File: src/rtl/ir_pkg.sv
// ============================================================================
// Module  : ir_pkg
// Purpose : Shared types and constants for the NEC infrared transmitter.
//           Holds the transmitter state enum, the NEC unit counts for each
//           frame element and the default clk27 cycle constants.
// Ports   : none (package)
// Revision: 1.0 - initial release
// ============================================================================
`default_nettype none

package ir_pkg;

  // Transmitter states
  typedef enum logic [2:0] {
    ST_IDLE       = 3'd0,
    ST_LEAD_MARK  = 3'd1,
    ST_LEAD_SPACE = 3'd2,
    ST_BIT_MARK   = 3'd3,
    ST_BIT_SPACE  = 3'd4,
    ST_STOP_MARK  = 3'd5,
    ST_GAP        = 3'd6
  } ir_state_t;

  // NEC element lengths, in 562.5 us units
  localparam logic [7:0] c_lead_mark_units   = 8'd16;
  localparam logic [7:0] c_data_space_units  = 8'd8;
  localparam logic [7:0] c_rpt_space_units   = 8'd4;
  localparam logic [7:0] c_bit_units         = 8'd1;
  localparam logic [7:0] c_one_space_units   = 8'd3;
  localparam int         c_frame_units_def   = 192;

  // Default clk27 cycle constants
  localparam int c_unit_cycles_def   = 15188;
  localparam int c_carrier_div_def   = 711;
  localparam int c_carrier_high_def  = 237;

  // Length of a fixed-duration state in units. GAP and IDLE return 0:
  // GAP is terminated by the frame counter, IDLE by start.
  function automatic logic [7:0] state_units(input ir_state_t st,
                                             input logic      is_repeat,
                                             input logic      bit_val);
    logic [7:0] units;
    units = 8'd0;
    case (st)
      ST_LEAD_MARK:  units = c_lead_mark_units;
      ST_LEAD_SPACE: units = is_repeat ? c_rpt_space_units : c_data_space_units;
      ST_BIT_MARK:   units = c_bit_units;
      ST_BIT_SPACE:  units = bit_val ? c_one_space_units : c_bit_units;
      ST_STOP_MARK:  units = c_bit_units;
      default:       units = 8'd0;
    endcase
    return units;
  endfunction

endpackage

`default_nettype wire

File: src/rtl/ir_tx_carrier.sv
// ============================================================================
// Module  : ir_tx_carrier
// Purpose : IR carrier phase generator. A phase counter runs over
//           0..CARRIER_DIV-1; the carrier is high for the first CARRIER_HIGH
//           phases. A restart forces the coming cycle to phase 0 so every
//           mark begins with a full high carrier phase.
// Ports   : clk27       in   system clock
//           reset_n     in   synchronous active-low reset
//           restart     in   force phase 0 for the next cycle
//           carrier_nxt out  carrier level for the next cycle (feeds a
//                            register in the parent)
// Revision: 1.0 - initial release
// ============================================================================
`default_nettype none

module ir_tx_carrier
  import ir_pkg::*;
#(
  parameter int CARRIER_DIV  = c_carrier_div_def,
  parameter int CARRIER_HIGH = c_carrier_high_def
) (
  input  logic clk27,
  input  logic reset_n,
  input  logic restart,
  output logic carrier_nxt
);

  localparam int c_phase_w = (CARRIER_DIV > 1) ? $clog2(CARRIER_DIV) : 1;
  localparam logic [c_phase_w-1:0] c_phase_last = c_phase_w'(CARRIER_DIV - 1);
  localparam logic [c_phase_w-1:0] c_phase_high = c_phase_w'(CARRIER_HIGH);

  logic [c_phase_w-1:0] r_phase;
  logic [c_phase_w-1:0] w_phase_nxt;

  always_comb begin
    w_phase_nxt = '0;
    if (!restart && (r_phase != c_phase_last)) begin
      w_phase_nxt = r_phase + 1'b1;
    end
    carrier_nxt = (w_phase_nxt < c_phase_high);
  end

  always_ff @(posedge clk27) begin
    if (!reset_n) begin
      r_phase <= '0;
    end else begin
      r_phase <= w_phase_nxt;
    end
  end

endmodule

`default_nettype wire

File: src/rtl/ir_tx.sv
// ============================================================================
// Module  : ir_tx
// Purpose : NEC-protocol infrared transmitter. Encodes a 16-bit address/
//           command code into a full NEC frame (leader, 32 data bits,
//           stop mark, gap to 108 ms) and optionally follows it with NEC
//           repeat frames while repeat_hold is high.
// Config  : IR_TX_CARRIER_EN defined   -> ir_led = mark AND 38 kHz carrier,
//                                         active-high, idles at 0.
//           IR_TX_CARRIER_EN undefined -> ir_led = ~mark, active-low
//                                         envelope, idles at 1; carrier
//                                         logic is not built.
// Ports   : clk27       in   27 MHz system clock
//           reset_n     in   synchronous active-low reset
//           start       in   one-cycle request, accepted only while idle
//           code        in   [15:8] address, [7:0] command
//           repeat_hold in   request repeat frames after the current frame
//           busy        out  frame(s) in progress
//           done        out  one-cycle pulse on return to idle
//           ir_led      out  LED drive
// Revision: 1.0 - initial release
// ============================================================================
`default_nettype none

module ir_tx
  import ir_pkg::*;
#(
  parameter int UNIT_CYCLES  = c_unit_cycles_def,
  parameter int FRAME_UNITS  = c_frame_units_def,
  parameter int CARRIER_DIV  = c_carrier_div_def,
  parameter int CARRIER_HIGH = c_carrier_high_def
) (
  input  logic        clk27,
  input  logic        reset_n,
  input  logic        start,
  input  logic [15:0] code,
  input  logic        repeat_hold,
  output logic        busy,
  output logic        done,
  output logic        ir_led
);

  localparam int c_presc_w = (UNIT_CYCLES > 1) ? $clog2(UNIT_CYCLES) : 1;
  localparam logic [c_presc_w-1:0] c_presc_last = c_presc_w'(UNIT_CYCLES - 1);
  localparam logic [7:0] c_frame_units = 8'(FRAME_UNITS);
  localparam logic [4:0] c_last_bit    = 5'd31;

  ir_state_t            r_state;
  ir_state_t            w_state_nxt;
  logic [c_presc_w-1:0] r_presc;
  logic [7:0]           r_dur;
  logic [7:0]           r_frame;
  logic [31:0]          r_shift;
  logic [4:0]           r_bitcnt;
  logic                 r_repeat;
  logic                 r_mark;
  logic                 r_busy;
  logic                 r_done;
  logic                 r_led;

  logic                 w_unit_tick;
  logic                 w_state_end;
  logic                 w_frame_end;
  logic                 w_mark_nxt;
  logic                 w_led_nxt;
  logic [7:0]           w_dur_inc;
  logic [7:0]           w_frame_inc;
  logic [7:0]           w_state_units;

  // Next-state decode. The registered outputs are computed from the next
  // state so that mark/busy/ir_led change on the same edge as the state.
  always_comb begin
    w_unit_tick   = (r_presc == c_presc_last);
    w_dur_inc     = r_dur + 8'd1;
    w_frame_inc   = r_frame + 8'd1;
    w_state_units = state_units(r_state, r_repeat, r_shift[0]);
    w_state_end   = w_unit_tick && (w_dur_inc == w_state_units);
    w_frame_end   = (r_state == ST_GAP) && w_unit_tick && (w_frame_inc == c_frame_units);
    w_state_nxt   = r_state;
    case (r_state)
      ST_IDLE:       if (start)       w_state_nxt = ST_LEAD_MARK;
      ST_LEAD_MARK:  if (w_state_end) w_state_nxt = ST_LEAD_SPACE;
      ST_LEAD_SPACE: if (w_state_end) w_state_nxt = r_repeat ? ST_STOP_MARK : ST_BIT_MARK;
      ST_BIT_MARK:   if (w_state_end) w_state_nxt = ST_BIT_SPACE;
      ST_BIT_SPACE:  if (w_state_end) w_state_nxt = (r_bitcnt == c_last_bit) ? ST_STOP_MARK
                                                                              : ST_BIT_MARK;
      ST_STOP_MARK:  if (w_state_end) w_state_nxt = ST_GAP;
      ST_GAP:        if (w_frame_end) w_state_nxt = repeat_hold ? ST_LEAD_MARK : ST_IDLE;
      default:                        w_state_nxt = ST_IDLE;
    endcase
    w_mark_nxt = (w_state_nxt == ST_LEAD_MARK) ||
                 (w_state_nxt == ST_BIT_MARK)  ||
                 (w_state_nxt == ST_STOP_MARK);
  end

`ifdef IR_TX_CARRIER_EN
  localparam logic c_led_idle = 1'b0;
  logic w_carrier_nxt;

  // Phase restarts on every space-to-mark transition
  ir_tx_carrier #(
    .CARRIER_DIV  (CARRIER_DIV),
    .CARRIER_HIGH (CARRIER_HIGH)
  ) u_carrier (
    .clk27       (clk27),
    .reset_n     (reset_n),
    .restart     (w_mark_nxt & ~r_mark),
    .carrier_nxt (w_carrier_nxt)
  );

  assign w_led_nxt = w_mark_nxt & w_carrier_nxt;
`else
  localparam logic c_led_idle = 1'b1;
  logic w_unused_carrier;

  // Carrier parameters have no function in envelope mode
  assign w_unused_carrier = ^{32'(CARRIER_DIV), 32'(CARRIER_HIGH)};
  assign w_led_nxt        = ~w_mark_nxt;
`endif

  always_ff @(posedge clk27) begin
    if (!reset_n) begin
      r_state  <= ST_IDLE;
      r_presc  <= '0;
      r_dur    <= '0;
      r_frame  <= '0;
      r_shift  <= '0;
      r_bitcnt <= '0;
      r_repeat <= 1'b0;
      r_mark   <= 1'b0;
      r_busy   <= 1'b0;
      r_done   <= 1'b0;
      r_led    <= c_led_idle;
    end else begin
      r_state <= w_state_nxt;
      r_mark  <= w_mark_nxt;
      r_led   <= w_led_nxt;
      r_busy  <= (w_state_nxt != ST_IDLE);
      r_done  <= w_frame_end && !repeat_hold;

      if (r_state == ST_IDLE) begin
        r_presc <= '0;
        r_dur   <= '0;
        r_frame <= '0;
        if (start) begin
          // Sent LSB first: addr, ~addr, cmd, ~cmd
          r_shift  <= {~code[7:0], code[7:0], ~code[15:8], code[15:8]};
          r_bitcnt <= '0;
          r_repeat <= 1'b0;
        end
      end else begin
        r_presc <= w_unit_tick ? '0 : r_presc + 1'b1;
        if (w_frame_end) begin
          // Frame counter restarts with the next leader (repeat frame)
          r_frame  <= '0;
          r_dur    <= '0;
          r_repeat <= repeat_hold;
        end else if (w_unit_tick) begin
          r_frame <= w_frame_inc;
          r_dur   <= w_state_end ? 8'd0 : w_dur_inc;
          if ((r_state == ST_BIT_SPACE) && w_state_end) begin
            r_shift  <= r_shift >> 1;
            r_bitcnt <= r_bitcnt + 5'd1;
          end
        end
      end
    end
  end

  assign busy   = r_busy;
  assign done   = r_done;
  assign ir_led = r_led;

endmodule

`default_nettype wire

File: config.mk
export PLATFORM = sky130hd
export DESIGN_NAME = ir_tx
export DESIGN_NICKNAME = d
export VERILOG_FILES = /design/src/rtl/ir_pkg.sv /design/src/rtl/ir_tx_carrier.sv /design/src/rtl/ir_tx.sv
export SDC_FILE = /design/constraint.sdc
export NUM_CORES = 1
export LEC_CHECK = 0
export CORE_MARGIN = 2
export CORE_UTILIZATION = 35
export CTS_CLUSTER_SIZE = 10
export DETAILED_ROUTE_END_ITERATION = 8
export GPL_ROUTABILITY_DRIVEN = 0
export SETUP_SLACK_MARGIN = 0.15
export SLEW_MARGIN = 30
export SYNTH_ARGS = -nofsm -noshare
export SYNTH_HDL_FRONTEND = slang
export SYNTH_SLANG_ARGS = --single-unit
File: constraint.sdc
create_clock -name clk27 -period 4.9 [get_ports clk27]
set_input_delay 0.735 -clock clk27 [delete_from_list [all_inputs] [get_ports clk27]]
set_output_delay 0.735 -clock clk27 [all_outputs]
set_load 0.01 [all_outputs]
=== Yosys cells after proc, flatten, opt, wreduce, memory -nomap -nowiden ===
Index checks and enable logic that the tools add are counted.

* Logic and storage cells: 79
* Output and inout bits: 3
* Input port bits: 20
* Flip-flop bits (word level): 74

* Equality and inequality tests: 15
* Muxes and demuxes: 28
* Bitwise gates (word level): 4
* Reduce and logical (&&, ||, !) cells: 18
* $add $sub $neg: 4

{| class="wikitable"
|+ Operators with widths
! operator !! count
|-
| $mux W32 || 5
|-
| $mux W3 || 9
|-
| $mux W5 || 5
|-
| $pmux W3 S7 || 1
|-
| $pmux W5 S4 || 1
|-
| $add A8 B1 Y8 const B || 2
|-
| $not A8 Y8 || 2
|-
| $add A14 B1 Y14 const B || 1
|-
| $eq A14 B14 Y1 const B || 1
|-
| $eq A3 B3 Y1 const B || 4
|-
| $eq A3 B2 Y1 const B || 3
|-
| $eq A8 B8 Y1 || 1
|-
| $eq A8 B8 Y1 const B || 1
|-
| $mux W8 || 1
|-
| $eq A3 B1 Y1 const B || 2
|-
| $reduce_bool A2 Y1 || 3
|-
| $reduce_or A3 Y1 || 2
|-
| $add A5 B1 Y5 const B || 1
|-
| $eq A5 B5 Y1 const B || 1
|-
| $logic_and A1 B1 Y1 || 5
|-
| $mux W1 || 4
|-
| $mux W4 || 1
|-
| $reduce_and A4 Y1 || 1
|-
| $logic_not A3 Y1 || 1
|-
| 9 further kinds || 11
|}

=== Longest topological paths before layout ===
Gate-level depths: netlist of run 1.

* Depth after elaboration: 11
* Mapped depth: 10
* Depth with buffers taken out: 8

=== Worst setup path after synthesis of run 1 ===
Ideal clock, no wire load.

* Path type: reg2reg
* Start: register r_dur[0]
* End: register r_shift[16]
* Period minus slack after synthesis: 2.228 ns
* Stages on the path, launching flop included: 11
* Path slack: 2.672 ns
* Path buffers: 2
* Data required time: 4.756 ns
* Arrival time: 2.084 ns
* Library setup time: 0.144 ns
* Path through: dfxtp_1 > ha_1 > xnor2_1 > a21boi_1 > o311ai_1 > and4b_1 > a31o_1 > and2_1 > buf_6 > buf_6 > a311oi_2

* Longest elaborated chain between the ends: 6

{| class="wikitable"
|+ RTL lines
! what !! RTL line !! source
|-
| start: declaration || ir_tx.sv:50 || <nowiki>logic [7:0] r_dur;</nowiki>
|-
| start signal: assignment || ir_tx.sv:159 || <nowiki>r_dur <= w_state_end ? 8'd0 : w_dur_inc;</nowiki>
|-
| $add A8 B1 Y8 || ir_tx.sv:73 || <nowiki>w_dur_inc = r_dur + 8'd1;</nowiki>
|-
| $eq A8 B8 Y1 || ir_tx.sv:76 || <nowiki>w_state_end = w_unit_tick && (w_dur_inc == w_state_units);</nowiki>
|-
| $logic_and A1 B1 Y1 || ir_tx.sv:76 ||
|-
| $logic_and A1 B1 Y1 || ir_tx.sv:160 || <nowiki>if ((r_state == ST_BIT_SPACE) && w_state_end) begin</nowiki>
|-
| $reduce_bool A2 Y1 (no line) || - ||
|-
| $reduce_and A4 Y1 (no line) || - ||
|-
| end signal: assignment || ir_tx.sv:146 || <nowiki>r_shift <= {~code[7:0], code[7:0], ~code[15:8], code[15:8]};</nowiki>
|-
| end signal: assignment || ir_tx.sv:161 || <nowiki>r_shift <= r_shift >> 1;</nowiki>
|-
| end: declaration || ir_tx.sv:52 || <nowiki>logic [31:0] r_shift;</nowiki>
|}

Every way passes these cells.
A chain may end at the register's enable or synchronous reset.

=== Worst setup path after layout of run 1 ===
* Start: register r_dur[0]
* End: register r_shift[17]

Same word-level chain as after synthesis.

==> key figures, run 1 <==
Run status
  – Status: complete, no violations

STA
  – RSZ-0062 raised after global routing: false
  – Number of failing setup endpoints in the final timing report: 0
  – Maximum achievable frequency: 0.2958 GHz
  – Final Max Slew Viols: 0
  – Worst Tran Pin Value: 0.8278 ns
  – Headroom to the max-slew limit: 44.47%
  – Final WS setup: 1.519 ns
  – Total Negative Setup Slacks: 0 ns
  – Final critical-path share of the clock period: 69.00%
  – Worst clock skew on the final layout: 0.01296 ns
  – Min Tclk post-route: 3.381 ns
  – Final hold vios: 0

Clock tree
  – Level count of the clock H-tree: 3
  – TritonCTS Buffers: 9
  – Clock tree from TritonCTS: done
  – Clock root buffer master: sky130_fd_sc_hd__clkbuf_8
  – Sink Count: 74
  – Post-CTS repair timing setup buffer count: 0
  – Deepest clock path buffer count: 2
  – Post-cts gate resize count: 0
  – Clock slew at the register clock pins of the worst setup and hold paths: 0.08 ns
  – Worst-Skew Late Latency: 0.36 ns
  – Hold buffers post-CTS: 0

Placement
  – Placed Cells incl. Taps: 587
  – Detailed placement HPWL: 5306 um
  – Pre-CTS setup slack: 1.255 ns
  – Total cell area at the placement stage: 4114 um^2
  – # port buffers: 22

Hold path
  – Hold_sp: r_shift[26]$_SDFFE_PN0P_
  – WHS Endpoint: r_shift[26]$_SDFFE_PN0P_
  – Cell depth of the worst hold path: 2
  – Worst min-delay path class: register to register

Layout
  – Most frequent cells in the layout: sky130_fd_sc_hd__nand2_1, sky130_fd_sc_hd__dfxtp_1, sky130_fd_sc_hd__nor2_1
  – Total non-filler cell area in the finished layout: 4295 um^2
  – Synthesis-to-layout area growth: 11.46%
  – Count of inserted antenna diode cells: 0
  – Cell Count, Final, Fillers Out: 603
  – Post-layout net count: 484
  – Share of cells above drive strength 1: 8.423%

Worst setup path
  – Cells along the critical path: ha_1 -> xnor2_1 -> mux2i_1 -> o211ai_1 -> nor2_1 -> a31o_1 -> buf_4 -> and2_4 -> a311oi_2
  – Critical path type: register to register
  – CP Launch Type: register
  – Highest-delay cell along the critical path: sky130_fd_sc_hd__nor2_1
  – Worst reg2reg startpoint: r_dur[0]$_SDFFE_PP0N_
  – Highest net fanout along the worst path: 35
  – Critical path data arrival time: 3.60 ns
  – Critical path data required time: 5.11 ns
  – CP endpoint kind: register
  – Worst reg-to-reg setup slack: 1.52 ns
  – Slowest cell delay on critical path: 0.62 ns
  – Logic depth of the worst register-to-register path: 9
  – RR Endpoint: r_shift[17]$_SDFFE_PN0P_

Floorplanning
  – Die ar.: 11870 um^2
  – Number of rows in the core area: 38
  – # IOs: 23
  – Die height: 108.9 um
  – Effective utilization at floorplan: 35.71%
  – Width of the die: 108.9 um
  – Core Area: 10790 um^2

Yosys
  – Yosys Warn Count: 0
  – Cell types with the largest area share after synthesis: sky130_fd_sc_hd__dfxtp_1, sky130_fd_sc_hd__nand2_1, sky130_fd_sc_hd__mux2i_1
  – Mapped Nets: 478
  – Asr flop ratio synth: 0%
  – Register area share after synthesis: 38.44%
  – Cell count after synthesis: 452
  – Number of enable-type register cells in the synthesized netlist: 0
  – Synth Flop Type: sky130_fd_sc_hd__dfxtp_1
  – Top-area cell type share of the netlist area: 38.44%
  – Register bit count reported by yosys: 74
  – Number of different library cells in the post-synthesis netlist: 57
  – Cell taking the most area after synthesis: sky130_fd_sc_hd__dfxtp_1
  – Cell area after synthesis: 3854 um^2
  – Avg Inst Size Synth: 8.526 um^2

Drt
  – Antenna Nets Post-Route: 0
  – Drt first pass iters: 4
  – Via density: 5.317
  – DR DRC count: 0
  – Wire length per cell after detailed routing: 13.52 um
  – Final WL: 8151 um
  – Drt initial violations: 187
  – Number of vias after detailed routing: 3206

Pwr
  – Final Total Pwr: 1.204 mW
  – Maximum resistive drop on vdd: 163.4 uV
  – Leakage: 1.443 nW
  – Ratio of total power to cell area: 280.2 nW/um^2

Job
  – Max-cap check violation count: 0

GRT
  – Maximum number of pins on one net before global-route repair: 41
  – Total GRT Usage: 14.88%
  – Number of antenna violations at the first check in global routing: 0
  – Total global routing overflow: 0
  – Wire length of the first global-routing pass: 14080 um
  – Number of global-route vias before repair: 3055
cells by family (layout without fill, tap and decap cells):
group,Yosys count,count (layout),share of synthesized area [%]
xor gates and xnor gates,26,26,5.909
AOI/OAI and AO/OA,93,93,18.38
and+or+nand+nor,188,188,24.06
adders and majority gates,6,6,1.948
buffers and inverters,44,55,5.812
muxes,21,21,5.455
DFF,74,74,38.44
sequential cells by signal, summed over array words and instances, names as in the netlist:
signal    count
r_shift      32
r_presc      14
r_dur         8
r_frame       8
r_bitcnt      5
r_state       3
busy          1
done          1
ir_led        1
r_repeat      1
worst max-delay path, delay by kind of cell (launching register included):
kind,cells,cell delay [ns]
and+or+nand+nor,2,1.18
AOI/OAI and AO/OA,3,0.55
DFF,1,0.46
adders and majority gates,1,0.32
muxes,1,0.28
buffers and inverters,1,0.23
xor gates and xnor gates,1,0.19
power by group:
part | total [mW] | switching (mW) | internal [mW]
Sequential | 0.639 | 0.0149 | 0.624
Combinational | 0.126 | 0.0724 | 0.0536
Clock | 0.439 | 0.238 | 0.200
layer usage:
| layer | GRT usage (%) | up-vias | share of wire (%) |
|---|---|---|---|
| li1 | - | 1622 | - |
| met1 | 19.53 | 1525 | 51 |
| met2 | 22.85 | 45 | 44 |
| met3 | 3.646 | 14 | 3.1 |
| met4 | 7.051 | 0 | 2.2 |
| met5 | 0 | - | 0 |
worst max-delay path by stage:
stage	start	endpoint	slack, ns
2_1_floorplan	r_dur[0]$_SDFFE_PP0N_	r_shift[16]$_SDFFE_PN0P_	2.67
3_3_place_gp	r_dur[0]$_SDFFE_PP0N_	r_shift[17]$_SDFFE_PN0P_	1.35
3_5_place_dp	r_dur[0]$_SDFFE_PP0N_	r_shift[6]$_SDFFE_PN0P_	1.26
4_1_cts	r_dur[0]$_SDFFE_PP0N_	r_shift[3]$_SDFFE_PN0P_	1.21
5_1_grt	r_dur[0]$_SDFFE_PP0N_	r_shift[11]$_SDFFE_PN0P_	1.21
6_report	r_dur[0]$_SDFFE_PP0N_	r_shift[17]$_SDFFE_PN0P_	1.52
synthesized netlist by cell type (10+ instances only):
master and number:
sky130_fd_sc_hd__a21oi_1 30, sky130_fd_sc_hd__a311oi_2 11, sky130_fd_sc_hd__clkbuf_1 16, sky130_fd_sc_hd__dfxtp_1 74, sky130_fd_sc_hd__inv_1 12, sky130_fd_sc_hd__mux2i_1 21
sky130_fd_sc_hd__nand2_1 74, sky130_fd_sc_hd__nand3_1 12, sky130_fd_sc_hd__nand4_1 11, sky130_fd_sc_hd__nor2_1 42, sky130_fd_sc_hd__o211ai_1 17, sky130_fd_sc_hd__xnor2_1 16
sky130_fd_sc_hd__xor2_1 10
layout make-up:
type,count,area [um^2]
Clock buffer,11,141.4
Inverter,12,45.04
Tap cell,140,175.2
Sequential cell,74,1481
Multi-Input combinational cell,334,2156
Timing Repair Buffer,27,257.7
Fill cell,1084,6497
Clock inverter,5,38.79
per-stage QoR:
step,util [%],hold WS [ns]
floorplan,-,0.4303
global placement,38.12,0.4439
detailed placement,38.12,0.4510
CTS,39.79,0.4643
global route,39.80,0.4801
finish,39.80,0.4594
No activity file was read; power rests on OpenSTA's default activity.
==> run 2, diff against run 1 <==
==> constraint.sdc (replaced) <==
create_clock -name clk27 -period 3.3 [get_ports clk27]
set_input_delay 0.495 -clock clk27 [delete_from_list [all_inputs] [get_ports clk27]]
set_output_delay 0.495 -clock clk27 [all_outputs]
set_load 0.01 [all_outputs]
==> run 2 against run 1 <==
  * Worst hold slack hardly changed
  * Via count down 0.25%
  * Critical path depth stayed put
==> key figures, run 2 (synthesized netlist as in run 1, its figures left out) <==
Run status
  – Status: complete, no violations

Pwr
  – Ratio of total power to cell area: 454.7 nW/um^2 (+62%)
  – Leakage: 1.499 nW (+3.9%)
  – Maximum resistive drop on vdd: 237.9 uV (+46%)

GRT
  – Total GRT Usage: 15.38% (+0.51 points)
  – Wire length of the first global-routing pass: 14560 um (+3.4%)
  – Number of global-route vias before repair: 3122 (+2.2%)
  – Maximum number of pins on one net before global-route repair: 40 (-2.4%)
  – Number of antenna violations at the first check in global routing: 0 (unchanged)
  – Total global routing overflow: 0 (unchanged)

Placement
  – Placed Cells incl. Taps: 592 (+0.85%)
  – Pre-CTS setup slack: 0.5152 ns (-0.7401 ns)
  – Detailed placement HPWL: 5569 um (+5.0%)
  – # port buffers: 22 (unchanged)

Drt
  – Final WL: 8227 um (+0.93%)
  – DR DRC count: 0 (unchanged)
  – Drt first pass iters: 4 (unchanged)
  – Via density: 5.269 (-0.91%)
  – Antenna Nets Post-Route: 0 (unchanged)
  – Wire length per cell after detailed routing: 13.55 um (+0.27%)
  – Drt initial violations: 217 (+16%)
  – Number of vias after detailed routing: 3198 (-0.25%)

Worst setup path
  – CP endpoint kind: register
  – Timing startpoint of the critical path: r_dur[0]$_SDFFE_PP0N_
  – Critical path data required time: 3.58 ns (-1.53 ns)
  – Critical path type: register to register
  – Worst reg2reg startpoint: r_dur[0]$_SDFFE_PP0N_
  – RR Endpoint: r_shift[15]$_SDFFE_PN0P_
  – CP Launch Type: register
  – Worst reg-to-reg setup slack: 0.46 ns (-1.05 ns)
  – Highest net fanout along the worst path: 19 (-46%)
  – Logic depth of the worst register-to-register path: 9 (unchanged)
  – Crit path capture: r_shift[15]$_SDFFE_PN0P_
  – Critical path data arrival time: 3.12 ns (-0.48 ns)

Layout
  – Flip-flop count of the largest register, all copies and words added: 32 (unchanged)
  – Cell Count, Final, Fillers Out: 607 (+0.66%)
  – Post-layout net count: 489 (+1.0%)
  – Most frequent cells in the layout: sky130_fd_sc_hd__nand2_1, sky130_fd_sc_hd__dfxtp_1, sky130_fd_sc_hd__nor2_1
  – Largest registers: r_shift: 32 flops, r_presc: 14 flops
  – Combined flip-flop and latch cell area: 1481 um^2 (unchanged)
  – Synthesis-to-layout area growth: 13.96%
  – Area of combinational cells with multiple inputs: 2155 um^2 (about the same)
  – Total of fill cells in the finished design: 1065 (-1.8%)
  – Final Util: 40.69% (+0.89 points)
  – Count of inserted antenna diode cells: 0 (unchanged)
  – Register ranked first by flip-flop count: r_shift
  – Share of cells above drive strength 1: 9.422% (+1.0 points)

STA
  – Min Tclk post-route: 2.835 ns (-0.5454 ns)
  – Number of failing setup endpoints in the final timing report: 0 (unchanged)
  – Final WS setup: 0.4645 ns (-1.055 ns)
  – Worst clock skew on the final layout: 0.01199 ns (-0.0009709 ns)
  – Maximum achievable frequency: 0.3527 GHz (+19%)
  – Total Negative Setup Slacks: 0 ns (unchanged)
  – Final Max Slew Viols: 0 (unchanged)
  – RSZ-0062 raised after global routing: false
  – Headroom to the max-slew limit: 45.37% (+0.89 points)
  – Final critical-path share of the clock period: 85.92% (+17 points)
  – Final hold vios: 0 (unchanged)
  – Worst Tran Pin Value: 0.8165 ns (-0.01131 ns)

Clock tree
  – TritonCTS Buffers: 9 (unchanged)
  – Post-CTS repair timing setup buffer count: 0 (unchanged)
  – Level count of the clock H-tree: 3 (unchanged)
  – Clock root buffer master: sky130_fd_sc_hd__clkbuf_8
  – Hold buffers post-CTS: 0 (unchanged)
  – Sink Count: 74 (unchanged)
  – Clock tree from TritonCTS: done
  – Worst-Skew Late Latency: 0.36 ns (about the same)
  – Deepest clock path buffer count: 2 (unchanged)
  – Post-cts gate resize count: 0 (unchanged)
  – Clock slew at the register clock pins of the worst setup and hold paths: 0.08 ns (about the same)

Floorplanning
  – Effective utilization at floorplan: 35.71% (unchanged)
  – # IOs: 23 (unchanged)
  – Core Area: 10790 um^2 (unchanged)
  – Width of the die: 108.9 um (unchanged)
  – Die height: 108.9 um (unchanged)
  – Number of rows in the core area: 38 (unchanged)
  – Die ar.: 11870 um^2 (unchanged)

Job
  – Max-cap check violation count: 0 (unchanged)

Hold path
  – Worst min-delay path class: register to register
run 2: through the flow:
step                      hold WS (ns)  cell area (um^2)  total power, mW
after floorplan                 0.4303              3854            1.105
after global placement          0.4416              4151            1.155
after detailed placement        0.4534              4151            1.160
after CTS                       0.4636              4392            2.022
after global routing            0.4771              4392            2.083
final                           0.4593              4392            1.997
run 2: critical path, stage by stage, from the launching register on:
cell                       delay [ns]
sky130_fd_sc_hd__dfxtp_1         0.47
sky130_fd_sc_hd__ha_1            0.32
sky130_fd_sc_hd__xnor2_1         0.19
sky130_fd_sc_hd__a21boi_1        0.10
sky130_fd_sc_hd__o311ai_1        0.22
sky130_fd_sc_hd__and4b_1         0.54
sky130_fd_sc_hd__a31o_1          0.22
sky130_fd_sc_hd__and2_2          0.15
sky130_fd_sc_hd__buf_4           0.31
sky130_fd_sc_hd__mux2i_1         0.23
run 2: worst min path at each step:
stage,start,endpoint,cells past startpoint
floorplan,r_presc[0]$_SDFF_PP0_,r_presc[0]$_SDFF_PP0_,1
global placement,r_shift[27]$_SDFFE_PN0P_,r_shift[27]$_SDFFE_PN0P_,2
detailed placement,r_shift[10]$_SDFFE_PN0P_,r_shift[10]$_SDFFE_PN0P_,2
CTS,r_shift[10]$_SDFFE_PN0P_,r_shift[10]$_SDFFE_PN0P_,2
global route,r_shift[12]$_SDFFE_PN0P_,r_shift[12]$_SDFFE_PN0P_,2
finish,r_shift[12]$_SDFFE_PN0P_,r_shift[12]$_SDFFE_PN0P_,2
run 2: layer usage:
metal  routed length, um  GRT usage [%]
met5                   0              0
met1                4106          20.90
met4                 142          6.502
met2                3632          23.16
met3                 346          3.766
run 2: report_power, final:
group | total [mW] | switching [mW] | internal (mW)
logic | 0.190 | 0.107 | 0.0825
clock network | 0.858 | 0.341 | 0.517
registers | 0.949 | 0.0219 | 0.927
total | 2.00 | 0.470 | 1.53
run 2: final cells by class:
class | instances | area share, %
clock inverter | 5 | 2.336
tap | 140 | 3.989
sequential | 74 | 33.73
clock buffer | 10 | 3.134
timing repair buffer | 32 | 6.724
inverter | 12 | 1.026
multi-input combinational | 334 | 49.06
==> run 3, diff against run 2 <==
--- a/config.mk
+++ b/config.mk
@@ -5,6 +5,7 @@
 export SDC_FILE = /design/constraint.sdc
 export NUM_CORES = 1
 export LEC_CHECK = 0
+export CAP_MARGIN = 25
 export CORE_MARGIN = 2
 export CORE_UTILIZATION = 35
 export CTS_CLUSTER_SIZE = 10
==> constraint.sdc (replaced) <==
create_clock -name clk27 -period 2.85 [get_ports clk27]
set_input_delay 0.4275 -clock clk27 [delete_from_list [all_inputs] [get_ports clk27]]
set_output_delay 0.4275 -clock clk27 [all_outputs]
set_load 0.01 [all_outputs]
==> run 3 against run 2 <==
  * Clock power decreased by 5.8%
  * Via count about the same
  * Largest cell class unchanged
  * Combinational power increased by 19%
  * Cell area increased by 0.51%
==> key figures, run 3 (synthesized netlist as in run 1, its figures left out) <==
Job
  – Max-cap check violation count: 0 (unchanged)

Run status
  – Status: complete, no violations

STA
  – Maximum achievable frequency: 0.4059 GHz (+15%)
  – Worst clock skew on the final layout: 0.006820 ns (-0.005174 ns)
  – Final hold vios: 0 (unchanged)
  – Total Negative Setup Slacks: 0 ns (unchanged)
  – Headroom to the max-slew limit: 50.32% (+4.9 points)
  – Final critical-path share of the clock period: 86.43% (+0.51 points)
  – Number of failing setup endpoints in the final timing report: 0 (unchanged)
  – Worst Tran Pin Value: 0.7425 ns (-0.07397 ns)
  – RSZ-0062 raised after global routing: false
  – Final Max Slew Viols: 0 (unchanged)
  – Min Tclk post-route: 2.463 ns (-0.3721 ns)

Layout
  – Cell Count, Final, Fillers Out: 610 (+0.49%)
  – Final Util: 40.90% (+0.21 points)
  – Share of cells above drive strength 1: 11.06% (+1.6 points)
  – Flip-flop count of the largest register, all copies and words added: 32 (unchanged)
  – Total non-filler cell area in the finished layout: 4414 um^2 (+0.51%)
  – Most frequent cells in the layout: sky130_fd_sc_hd__nand2_1, sky130_fd_sc_hd__dfxtp_1, sky130_fd_sc_hd__nor2_1
  – Synthesis-to-layout area growth: 14.55%
  – Leading cell type in the layout, fill and taps excluded: sky130_fd_sc_hd__nand2_1
  – Count of inserted antenna diode cells: 0 (unchanged)
  – Largest registers: r_shift: 32 flops, r_presc: 14 flops
  – Register ranked first by flip-flop count: r_shift
  – Total of fill cells in the finished design: 1082 (+1.6%)
  – Post-layout net count: 491 (+0.41%)

Drt
  – Via density: 5.241 (-0.52%)
  – DR DRC count: 0 (unchanged)
  – Wire length per cell after detailed routing: 13.48 um (-0.55%)
  – Drt first pass iters: 4 (unchanged)
  – Final WL: 8222 um (about the same)
  – Antenna Nets Post-Route: 0 (unchanged)
  – Drt initial violations: 178 (-18%)
  – Number of vias after detailed routing: 3197 (-0.031%)

Worst setup path
  – CP Launch Type: register
  – Cells along the critical path: ha_2 -> xnor2_1 -> a21boi_1 -> o311ai_1 -> and4b_1 -> a31o_2 -> and2_2 -> buf_12 -> mux2i_1
  – Critical path type: register to register
  – CP endpoint kind: register
  – Slowest cell delay on critical path: 0.41 ns (-0.13 ns)
  – Critical path data arrival time: 2.75 ns (-0.37 ns)
  – Highest-delay cell along the critical path: sky130_fd_sc_hd__dfxtp_1
  – Critical path data required time: 3.13 ns (-0.45 ns)
  – Highest net fanout along the worst path: 35 (+16)

Pwr
  – Combinational fraction of design power: 10.6% (+1.1 points)
  – Clock Power Share: 37.9% (-5.1 points)
  – Sequential Power Share: 51.5% (+4.0 points)
  – Switching power share of the total: 26.10% (+2.6 points)
  – Ratio of total power to cell area: 482.8 nW/um^2 (+6.2%)
  – Internal power summed over all cells: 1.575 mW (+3.2%)
  – Switching power: 0.5563 mW (+18%)
  – Final Total Pwr: 2.131 mW (+6.7%)
  – Maximum resistive drop on vdd: 248.2 uV (+4.3%)
  – Leakage: 1.508 nW (+0.59%)

Clock tree
  – Hold buffers post-CTS: 0 (unchanged)
  – Clock slew at the register clock pins of the worst setup and hold paths: 0.08 ns (about the same)
  – TritonCTS Buffers: 9 (unchanged)
  – Worst-Skew Late Latency: 0.36 ns (about the same)
  – Clock root buffer master: sky130_fd_sc_hd__clkbuf_8
  – Clock tree from TritonCTS: done
  – Deepest clock path buffer count: 2 (unchanged)
  – Level count of the clock H-tree: 3 (unchanged)
  – Sink Count: 74 (unchanged)

Floorplanning
  – Die ar.: 11870 um^2 (unchanged)
  – # IOs: 23 (unchanged)
  – Core Area: 10790 um^2 (unchanged)
  – Effective utilization at floorplan: 35.71% (unchanged)
  – Width of the die: 108.9 um (unchanged)
  – Die height: 108.9 um (unchanged)
  – Number of rows in the core area: 38 (unchanged)

GRT
  – Total GRT Usage: 14.68% (-0.70 points)
  – Maximum number of pins on one net before global-route repair: 40 (unchanged)
  – Number of antenna violations at the first check in global routing: 0 (unchanged)
  – Global routing met3 resource utilization: 3.407% (-0.36 points)
  – Global routing met2 resource utilization: 22.58% (-0.58 points)
  – Total global routing overflow: 0 (unchanged)
  – Wire length of the first global-routing pass: 13840 um (-4.9%)
  – Grt met1 use: 19.57% (-1.3 points)
  – Most crowded layer after global routing: met2
  – Number of global-route vias before repair: 2950 (-5.5%)

Placement
  – Placed Cells incl. Taps: 594 (+0.34%)
  – Total cell area at the placement stage: 4192 um^2 (+0.96%)
  – # port buffers: 22 (unchanged)
  – Detailed placement HPWL: 5473 um (-1.7%)

Hold path
  – Worst min-delay path class: register to register
-- run 3: changes by cell type in the layout (fill, tap and decap cells not counted), sizes merged --
cell	before	now
buf	10	12
clkbuf	10	9
clkinvlp	1	2
clkinv	1	3
bufinv	3	1
inv	12	13
-- run 3: routing by layer --
layer	share of wire [%]	up-vias	wire length, um
met3	3.6	11	297
met4	1.8	0	151
met2	44	54	3623
met5	0	-	0
li1	-	1638	-
met1	50	1494	4149
-- run 3: area by class of cell --
cell class              instances  area, um^2  area share (%)
clock buffers                   9       123.9           2.806
clock inverters                 7       68.82           1.559
inverters                      12       45.04           1.020
multi-input cells             334        2182           49.43
flip-flops and latches         74        1484           33.62
well taps                     140       175.2           3.968
repair buffers                 34       335.3           7.596
-- run 3: final timing paths --
| path | startpoint | cells after the start | slack [ns] | to |
|---|---|---|---|---|
| max reg2reg | r_dur[1]$_SDFFE_PP0N_ | 9 | 0.39 | r_shift[14]$_SDFFE_PN0P_ |
| min reg2reg | r_shift[9]$_SDFFE_PN0P_ | 2 | 0.46 | r_shift[9]$_SDFFE_PN0P_ |
| min | r_shift[9]$_SDFFE_PN0P_ | 2 | 0.46 | r_shift[9]$_SDFFE_PN0P_ |
| max | r_dur[1]$_SDFFE_PP0N_ | 9 | 0.39 | r_shift[14]$_SDFFE_PN0P_ |
-- run 3: power groups by stage --
stage / clock [mW] / sequential [mW] / combinational [mW]
6_report: 0.808 / 1.10 / 0.226
5_1_grt: 0.886 / 1.10 / 0.249
4_1_cts: 0.837 / 1.10 / 0.228
3_5_place_dp: 0 / 1.12 / 0.227
3_3_place_gp: 0 / 1.12 / 0.223
2_1_floorplan: 0 / 1.11 / 0.165
-- run 3: worst max-delay path, delay by kind of cell, from the launching register on --
family,cells,cell delay [ns]
XOR/XNOR,1,0.18
multiplexers,1,0.22
AO/OA/AOI/OAI,3,0.60
flip-flops,1,0.41
adder cells (fa/ha/maj),1,0.27
AND/OR/NAND/NOR,2,0.45
buffers and inverters,1,0.25
-- run 3: per-stage QoR --
stage / worst slack [ns] / hold WS [ns]
3_3_place_gp: 0.3338 / 0.4425
2_1_floorplan: 0.6218 / 0.4303
3_5_place_dp: 0.2396 / 0.4494
4_1_cts: 0.2072 / 0.4607
5_1_grt: 0.2026 / 0.4885
6_report: 0.3866 / 0.4602
-- run 3: what timing repair did --
action | in CTS | in global routing
gates resized for setup | 0 | 6
setup buffers | 0 | 0
setup endpoints to repair | 0 | 36
